### config.mk
export PLATFORM = sky130hd
export DESIGN_NAME = disp_axil_regbus
export DESIGN_NICKNAME = d
export VERILOG_FILES = /design/src/rtl/disp_axil_regbus.sv
export SDC_FILE = /design/constraint.sdc
export NUM_CORES = 1
export LEC_CHECK = 0
export CAP_MARGIN = 25
export CORE_AREA = 2 2 113 115
export DETAILED_ROUTE_END_ITERATION = 10
export DIE_AREA = 0 0 115 117
export HOLD_SLACK_MARGIN = 0.15
export PLACE_DENSITY = 0.84
export REMOVE_ABC_BUFFERS = 1
export SYNTH_ARGS = -nofsm -noshare
export SYNTH_HDL_FRONTEND = slang
export SYNTH_SLANG_ARGS = --single-unit
### constraint.sdc
create_clock -name ACLK -period 5.2 [get_ports ACLK]
set_input_delay 0.52 -clock ACLK [delete_from_list [all_inputs] [get_ports ACLK]]
set_output_delay 0.52 -clock ACLK [all_outputs]
set_load 0.02 [all_outputs]
### src/rtl/disp_axil_regbus.sv
// AXI4-Lite slave bridging to a simple register bus with single-cycle WREN/RDEN
// strobes and a fixed-latency read data return.
module disp_axil_regbus #(
  parameter int RD_LATENCY = 1
) (
  input  logic        ACLK,
  input  logic        ARST,
  input  logic [15:0] S_AWADDR,
  input  logic        S_AWVALID,
  output logic        S_AWREADY,
  input  logic [31:0] S_WDATA,
  input  logic [3:0]  S_WSTRB,
  input  logic        S_WVALID,
  output logic        S_WREADY,
  output logic [1:0]  S_BRESP,
  output logic        S_BVALID,
  input  logic        S_BREADY,
  input  logic [15:0] S_ARADDR,
  input  logic        S_ARVALID,
  output logic        S_ARREADY,
  output logic [31:0] S_RDATA,
  output logic [1:0]  S_RRESP,
  output logic        S_RVALID,
  input  logic        S_RREADY,
  output logic [15:0] WRADDR,
  output logic [3:0]  BYTEEN,
  output logic        WREN,
  output logic [31:0] WDATA,
  output logic [15:0] RDADDR,
  output logic        RDEN,
  input  logic [31:0] RDATA
);

  typedef enum logic [2:0] {IDLE, WEXE, WRESP, REXE, RWAIT, RRESP} state_t;

  state_t      r_state;
  state_t      w_next;

  logic        r_aw_cap;
  logic        r_w_cap;
  logic [13:0] r_awaddr;
  logic [31:0] r_wdata_q;
  logic [3:0]  r_wstrb_q;
  logic        r_last_wr;
  logic [1:0]  r_cnt;

  logic [15:0] r_wraddr;
  logic [31:0] r_wdata;
  logic [3:0]  r_byteen;
  logic        r_wren;
  logic [15:0] r_rdaddr;
  logic        r_rden;
  logic        r_bvalid;
  logic        r_rvalid;
  logic [31:0] r_rdata;

  logic        w_idle;
  logic        w_arready;
  logic        w_awready;
  logic        w_wready;
  logic        w_ar_hs;
  logic        w_aw_hs;
  logic        w_w_hs;
  logic        w_aw_have;
  logic        w_w_have;
  logic        w_cnt_done;
  logic        w_enter_wexe;
  logic        w_unused;

  assign w_unused = ^{S_AWADDR[1:0], S_ARADDR[1:0]};

  // Reads are only offered with no write half-captured; on a tie with AW the
  // type not served last wins, and a granted read masks AW/W ready that cycle.
  assign w_idle    = (r_state == IDLE);
  assign w_arready = ~ARST & w_idle & ~r_aw_cap & ~r_w_cap & ~(S_AWVALID & ~r_last_wr);
  assign w_ar_hs   = w_arready & S_ARVALID;
  assign w_awready = ~ARST & w_idle & ~r_aw_cap & ~w_ar_hs;
  assign w_wready  = ~ARST & w_idle & ~r_w_cap & ~w_ar_hs;
  assign w_aw_hs   = w_awready & S_AWVALID;
  assign w_w_hs    = w_wready & S_WVALID;

  assign w_aw_have    = r_aw_cap | w_aw_hs;
  assign w_w_have     = r_w_cap | w_w_hs;
  assign w_cnt_done   = (r_cnt == 2'(RD_LATENCY));
  assign w_enter_wexe = w_idle & (w_next == WEXE);

  always_ff @(posedge ACLK) begin
    if (ARST) r_state <= IDLE;
    else      r_state <= w_next;
  end

  always_comb begin
    w_next = r_state;
    case (r_state)
      IDLE: begin
        if (w_ar_hs)                   w_next = REXE;
        else if (w_aw_have & w_w_have) w_next = WEXE;
      end
      WEXE:    w_next = WRESP;
      WRESP:   if (S_BREADY) w_next = IDLE;
      REXE:    w_next = RWAIT;
      RWAIT:   if (w_cnt_done) w_next = RRESP;
      RRESP:   if (S_RREADY) w_next = IDLE;
      default: w_next = IDLE;
    endcase
  end

  always_ff @(posedge ACLK) begin
    if (ARST) begin
      r_aw_cap  <= 1'b0;
      r_w_cap   <= 1'b0;
      r_awaddr  <= '0;
      r_wdata_q <= '0;
      r_wstrb_q <= '0;
      r_last_wr <= 1'b0;
      r_cnt     <= '0;
      r_wraddr  <= '0;
      r_wdata   <= '0;
      r_byteen  <= '0;
      r_wren    <= 1'b0;
      r_rdaddr  <= '0;
      r_rden    <= 1'b0;
      r_bvalid  <= 1'b0;
      r_rvalid  <= 1'b0;
      r_rdata   <= '0;
    end else begin
      r_wren   <= (w_next == WEXE);
      r_rden   <= (w_next == REXE);
      r_bvalid <= (w_next == WRESP);
      r_rvalid <= (w_next == RRESP);

      if (w_aw_hs) begin
        r_aw_cap <= 1'b1;
        r_awaddr <= S_AWADDR[15:2];
      end
      if (w_w_hs) begin
        r_w_cap   <= 1'b1;
        r_wdata_q <= S_WDATA;
        r_wstrb_q <= S_WSTRB;
      end
      // Bus-side write fields move only when the strobe fires, taking
      // same-cycle handshake data directly.
      if (w_enter_wexe) begin
        r_aw_cap <= 1'b0;
        r_w_cap  <= 1'b0;
        r_wraddr <= {(w_aw_hs ? S_AWADDR[15:2] : r_awaddr), 2'b00};
        r_wdata  <= w_w_hs ? S_WDATA : r_wdata_q;
        r_byteen <= w_w_hs ? S_WSTRB : r_wstrb_q;
      end

      if (w_ar_hs) r_rdaddr <= {S_ARADDR[15:2], 2'b00};

      if (r_state == REXE) begin
        r_cnt <= 2'd1;
      end else if (r_state == RWAIT) begin
        if (w_cnt_done) begin
          r_rdata <= RDATA;
          r_cnt   <= '0;
        end else begin
          r_cnt <= r_cnt + 2'd1;
        end
      end

      if ((r_state == WRESP) && S_BREADY) r_last_wr <= 1'b1;
      if ((r_state == RRESP) && S_RREADY) r_last_wr <= 1'b0;
    end
  end

  assign S_AWREADY = w_awready;
  assign S_WREADY  = w_wready;
  assign S_ARREADY = w_arready;
  assign S_BVALID  = r_bvalid;
  assign S_BRESP   = 2'b00;
  assign S_RVALID  = r_rvalid;
  assign S_RRESP   = 2'b00;
  assign S_RDATA   = r_rdata;
  assign WRADDR    = r_wraddr;
  assign WDATA     = r_wdata;
  assign BYTEEN    = r_byteen;
  assign WREN      = r_wren;
  assign RDADDR    = r_rdaddr;
  assign RDEN      = r_rden;

endmodule

# After elaboration in Yosys (flattened, before gate mapping)
# Cells that the tools add are included.
[totals] reg_bits=158 input_bits=107 output_inout_bits=111 elab_cells=71
[op_classes] addsub=1 eq_ne=10 muxes=12 bitwise_logic=22 reduce_logical=8
[ops] op="32-bit 2-to-1 mux" count=1
[ops] op="3-bit case mux with 6 select lines" count=1
[ops] op="3-bit 2-to-1 mux" count=5
[ops] op="14-bit 2-to-1 mux" count=1
[ops] op="1-bit AND" count=13
[ops] op="3-bit by 2-bit equality test with 1-bit output, second input constant" count=4
[ops] op="3-bit equality test, second input constant" count=3
[ops] op="1-bit inverter" count=7
[ops] op="3-bit by 1-bit equality test with 1-bit output, second input constant" count=2
[ops] op="2-bit OR reduction" count=3
[ops] op="4-bit 2-to-1 mux" count=1
[ops] op="3-bit zero test" count=1
[ops] op="3-bit AND reduction" count=1
[ops] op="2-bit by 1-bit adder with 2-bit output, second input constant" count=1
[ops] op="2-bit by 1-bit equality test with 1-bit output, second input constant" count=1
[ops] op="1-bit logical AND" count=2
[ops] op="1-bit 2-to-1 mux" count=2
[ops] op="2-bit 2-to-1 mux" count=1
[ops] op="1-bit OR" count=2
[ops] op="2-bit nonzero test" count=1

# Depth between registers and ports, before layout
[logic_depth] ltp_word=17 ltp_mapped=8 mapped_depth_nobuf=5

# Worst setup path after synthesis
# OpenSTA, ideal clock, no wires.
[synth_path] path_kind="input -> register" startpoint="in ARST" endpoint="reg r_rdaddr[10], in the netlist RDADDR[10]" setup_time_ps=128 t_arrival_ps=2079 t_required_ps=5072 slack_ps=2993 path_stages=6 n_path_buf=2 path_cell_list="buf_2 or4_4 nor4_4 buf_6 mux2i_1 nor2_1"
[synth_via] elab_chain_cells=6
[synth_rtl] element="from (decl)" line="7" source="input logic ARST,"
[synth_rtl] element="1-bit inverter" line="75" source="assign w_arready = ~ARST & w_idle & ~r_aw_cap & ~r_w_cap & ~(S_AWVALID & ~r_last_wr);"
[synth_rtl] element="1-bit AND (4 in a row)" line="75"
[synth_rtl] element="1-bit AND" line="76" source="assign w_ar_hs = w_arready & S_ARVALID;"
[synth_rtl] element="to (signal assigned)" line="151" source="if (w_ar_hs) r_rdaddr <= {S_ARADDR[15:2], 2'b00};"
[synth_rtl] element="to (decl)" line="51" source="logic [15:0] r_rdaddr;"
# Several ways; a longest one is shown, not always the timed one.
# A chain may end at the register's enable or synchronous reset.

# Worst setup path after layout
[layout_path] startpoint="reg r_state[2]" endpoint="out S_ARREADY"
[layout_via] elab_chain_cells=5
[layout_rtl] element="from (decl)" line="36" source="state_t r_state;"
[layout_rtl] element="from (signal assigned)" line="89" source="else r_state <= w_next;"
[layout_rtl] element="3-bit zero test" line="74" source="assign w_idle = (r_state == IDLE);"
[layout_rtl] element="1-bit AND (4 in a row)" line="75"
[layout_rtl] element="to (decl)" line="20" source="output logic S_ARREADY,"
# Every way passes these cells.

==> results by group <==
Finish
  • Commonest non-fill, non-tap cells in the layout: sky130_fd_sc_hd__clkdlybuf4s50_1 (204), sky130_fd_sc_hd__dfxtp_1 (158), sky130_fd_sc_hd__nor2_1 (123), sky130_fd_sc_hd__nand2_1 (67), sky130_fd_sc_hd__mux2i_1 (65)
  • Antenna cells: 0
  • Leading cell type in the layout, fill and taps excluded: sky130_fd_sc_hd__clkdlybuf4s50_1
  • Area growth from synthesis to layout: 47.3%
  • Nets: 893
  • Share of final-layout standard cells stronger than drive strength 1: 5.76%
  • Non-filler cells in the finished layout: 948
  • Final non-filler cell area: 8370 sq um

Min path
  • Worst min-delay path category: register to register

Pwr
  • Post-layout power: 3.12 mW
  • Worst VDD drop: 0.222 mV
  • Power per cell area: 372 nW/um^2
  • Cell leakage power: 3.25 nW

Global routing
  • Vias in the first global route: 4393
  • Number of antenna violations at the first check in global routing: 0
  • Overall global routing resource usage: 20.0%
  • Most heavily used metal layer in global routing: met2
  • Maximum number of pins on one net before global-route repair: 104
  • Met1 Usage GRT: 21.5%
  • First-pass GRT wire length: 21100 um
  • Global-route track usage on met3: 7.78%
  • Met2 track demand over resource: 35.7%
  • Total congestion overflow: 0

Clocking
  • H-tree depth: 4
  • CTS buffer count: 17
  • Clock slew at the register clock pins of the worst setup and hold paths: 60 ps
  • Max Root-Sink Buffers: 2
  • Clock sink count: 158
  • CTS tree: done
  • Post-cts sizing count: 0
  • # Post-CTS Setup Buffers: 0
  • Insertion delay of the later-clocked pin in the worst-skew pair: 420 ps
  • Total of hold buffers inserted after clock tree synthesis: 0
  • Root cell of the clock tree: sky130_fd_sc_hd__clkbuf_16

STA
  • Final hold violation count: 0
  • Clock period minus final worst setup slack: 3110 ps
  • Worst-margin pin slew: 1000 ps
  • Final number of setup-violating endpoints: 0
  • Max-slew headroom: 33.2%
  • Minimum setup slack in the final design: 2090 ps
  • Setup total negative slack: 0 ps
  • Setup repair after global routing missed its margin: no
  • Timing-limited maximum frequency: 322 MHz
  • Worst-case clock skew: 8.10 ps
  • Max Slew Vio Count: 0
  • Final clock period utilization by the worst path: 59.8%

Setup path
  • Cells along the critical path: nor4_1 -> nand2_1 -> nor3_1 -> clkdlybuf4s50_1
  • Max Fanout on Critical Path: 13
  • Kind of end point of the critical path: output port
  • Biggest cell delay along the critical path: 700 ps
  • Worst Path Arrival: 2590 ps
  • Required time at the worst-slack endpoint: 4680 ps
  • Cell type of the slowest stage on the worst timing path: sky130_fd_sc_hd__nor4_1
  • Critical path class: register to output port
  • Nature of the critical path startpoint: register

Place
  • GP Congestion: 0.737
  • Detailed-placement wirelength estimate: 9700 um
  • Number of cells in the design after placement: 915
  • Pre-CTS setup slack: 2120 ps
  • # port buffers: 205
  • Placed Area: 7740 sq um

Die
  • Number of top-level pins: 218
  • Core area: 12300 sq um
  • Die Wd: 115 um
  • Starting Density: 46.2%
  • Die area: 13500 sq um
  • # rows: 41
  • Die height: 117 um

Detailed routing
  • Detailed Routing Iterations Pass 1: 4
  • Routed length per instance: 14.9 um
  • Post-detailed-routing wire length: 14100 um
  • Avg Vias per Cell: 5.07
  • DRC viols: 0
  • Initial DRC count: 246
  • Post-detailed-route count of antenna-violating nets: 0
  • Number of vias in the routed layout: 4809

Synthesis
  • Portion of the post-synthesis area used by sequential elements: 55.6%
  • Number of standard cells after synthesis: 602
  • Synth area leaders: sky130_fd_sc_hd__dfxtp_1 (56%), sky130_fd_sc_hd__mux2i_1 (11%), sky130_fd_sc_hd__nor2_1 (8.1%), sky130_fd_sc_hd__a211oi_1 (6.6%), sky130_fd_sc_hd__nand2_1 (4.4%)
  • Mapped cell area: 5680 sq um
  • Share of async-settable or async-resettable flops after synthesis: 0%
  • Top flip-flop cell by instance count after synthesis: sky130_fd_sc_hd__dfxtp_1
  • Synth top area share: 55.6%
  • Number of distinct standard cells referenced by the synthesized netlist: 34
  • Average footprint of a synthesized cell: 9.44 sq um
  • Count of flip-flops with a built-in enable after synthesis: 0
  • Number of register bits inferred by synthesis: 158
  • YS warnings: 0
  • Biggest area consumer among synthesized cells: sky130_fd_sc_hd__dfxtp_1

Run status
  • Result of the run: finished clean

Flow run
  • Max-capacitance violation count: 0
registers in the layout, summed over array words and instances, names as in the netlist:
signal / flops
r_awaddr: 14
S_BVALID: 1
WREN: 1
r_last_wr: 1
WRADDR: 14
r_state: 3
r_wdata_q: 32
r_aw_cap: 1
RDEN: 1
r_w_cap: 1
r_cnt: 2
WDATA: 32
r_wstrb_q: 4
S_RDATA: 32
RDADDR: 14
BYTEEN: 4
S_RVALID: 1
per-stage QoR:
step | utilization, % | hold WS, ps
global placement | 62.8 | 443
CTS | 67.6 | 454
global route | 68.0 | 474
finish | 68.0 | 455
floorplan | - | 460
detailed placement | 62.8 | 446
final timing paths:
path	startpoint	endpoint	slack (ps)	cells past startpoint
max	r_state[2]	S_ARREADY	2090	4
min	S_RDATA[15]	S_RDATA[15]	460	2
max reg2reg	r_state[2]	WRADDR[14]	2550	5
min reg2reg	S_RDATA[15]	S_RDATA[15]	460	2
final cells by class:
cell class	instances	area, sq um
fill	956	3940
inverter	2	7.51
sequential	158	3160
timing repair buffer	212	2140
tap	150	188
multi-input combinational	395	2290
clock inverter	10	114
clock buffer	21	470
kinds of logic after synthesis:
group	Yosys count	share of synthesized area, %
other	1	0.0660
buffers and inverters	56	4.78
AOI/OAI and AO/OA	100	11.4
muxes	65	11.4
DFF	158	55.6
and+or+nand+nor	222	16.6
report_power, final:
group	switching, mW	internal (mW)
Sequential	0.0493	1.30
Combinational	0.288	0.272
Clock	0.468	0.740
Total	0.805	2.31
worst max-delay path: cells and delay by family, from the launching register on:
kind	cells	cell delay (ps)
simple gates	3	1120
buf+inv	1	640
flops	1	420
cells in the mapped netlist, types with 3 or more instances:
cell                       number
sky130_fd_sc_hd__dfxtp_1      158
sky130_fd_sc_hd__nor3b_1        3
sky130_fd_sc_hd__a211oi_1      50
sky130_fd_sc_hd__clkbuf_1      32
sky130_fd_sc_hd__nand2_1       67
sky130_fd_sc_hd__a21oi_1       40
sky130_fd_sc_hd__mux2i_1       65
sky130_fd_sc_hd__nor3_1         7
sky130_fd_sc_hd__nand2b_1       4
sky130_fd_sc_hd__o21ai_0        4
sky130_fd_sc_hd__nor2_1       123
sky130_fd_sc_hd__buf_2         10
sky130_fd_sc_hd__buf_4          9
sky130_fd_sc_hd__nor2b_1        6
layer usage:
| layer | up-vias | routed length, um |
|---|---|---|
| li1 | 2391 | - |
| met1 | 2239 | 5710 |
| met2 | 161 | 6990 |
| met3 | 18 | 1130 |
| met4 | 0 | 265 |
| met5 | - | 0 |
Note: power is estimated with default switching activity, not from simulation.
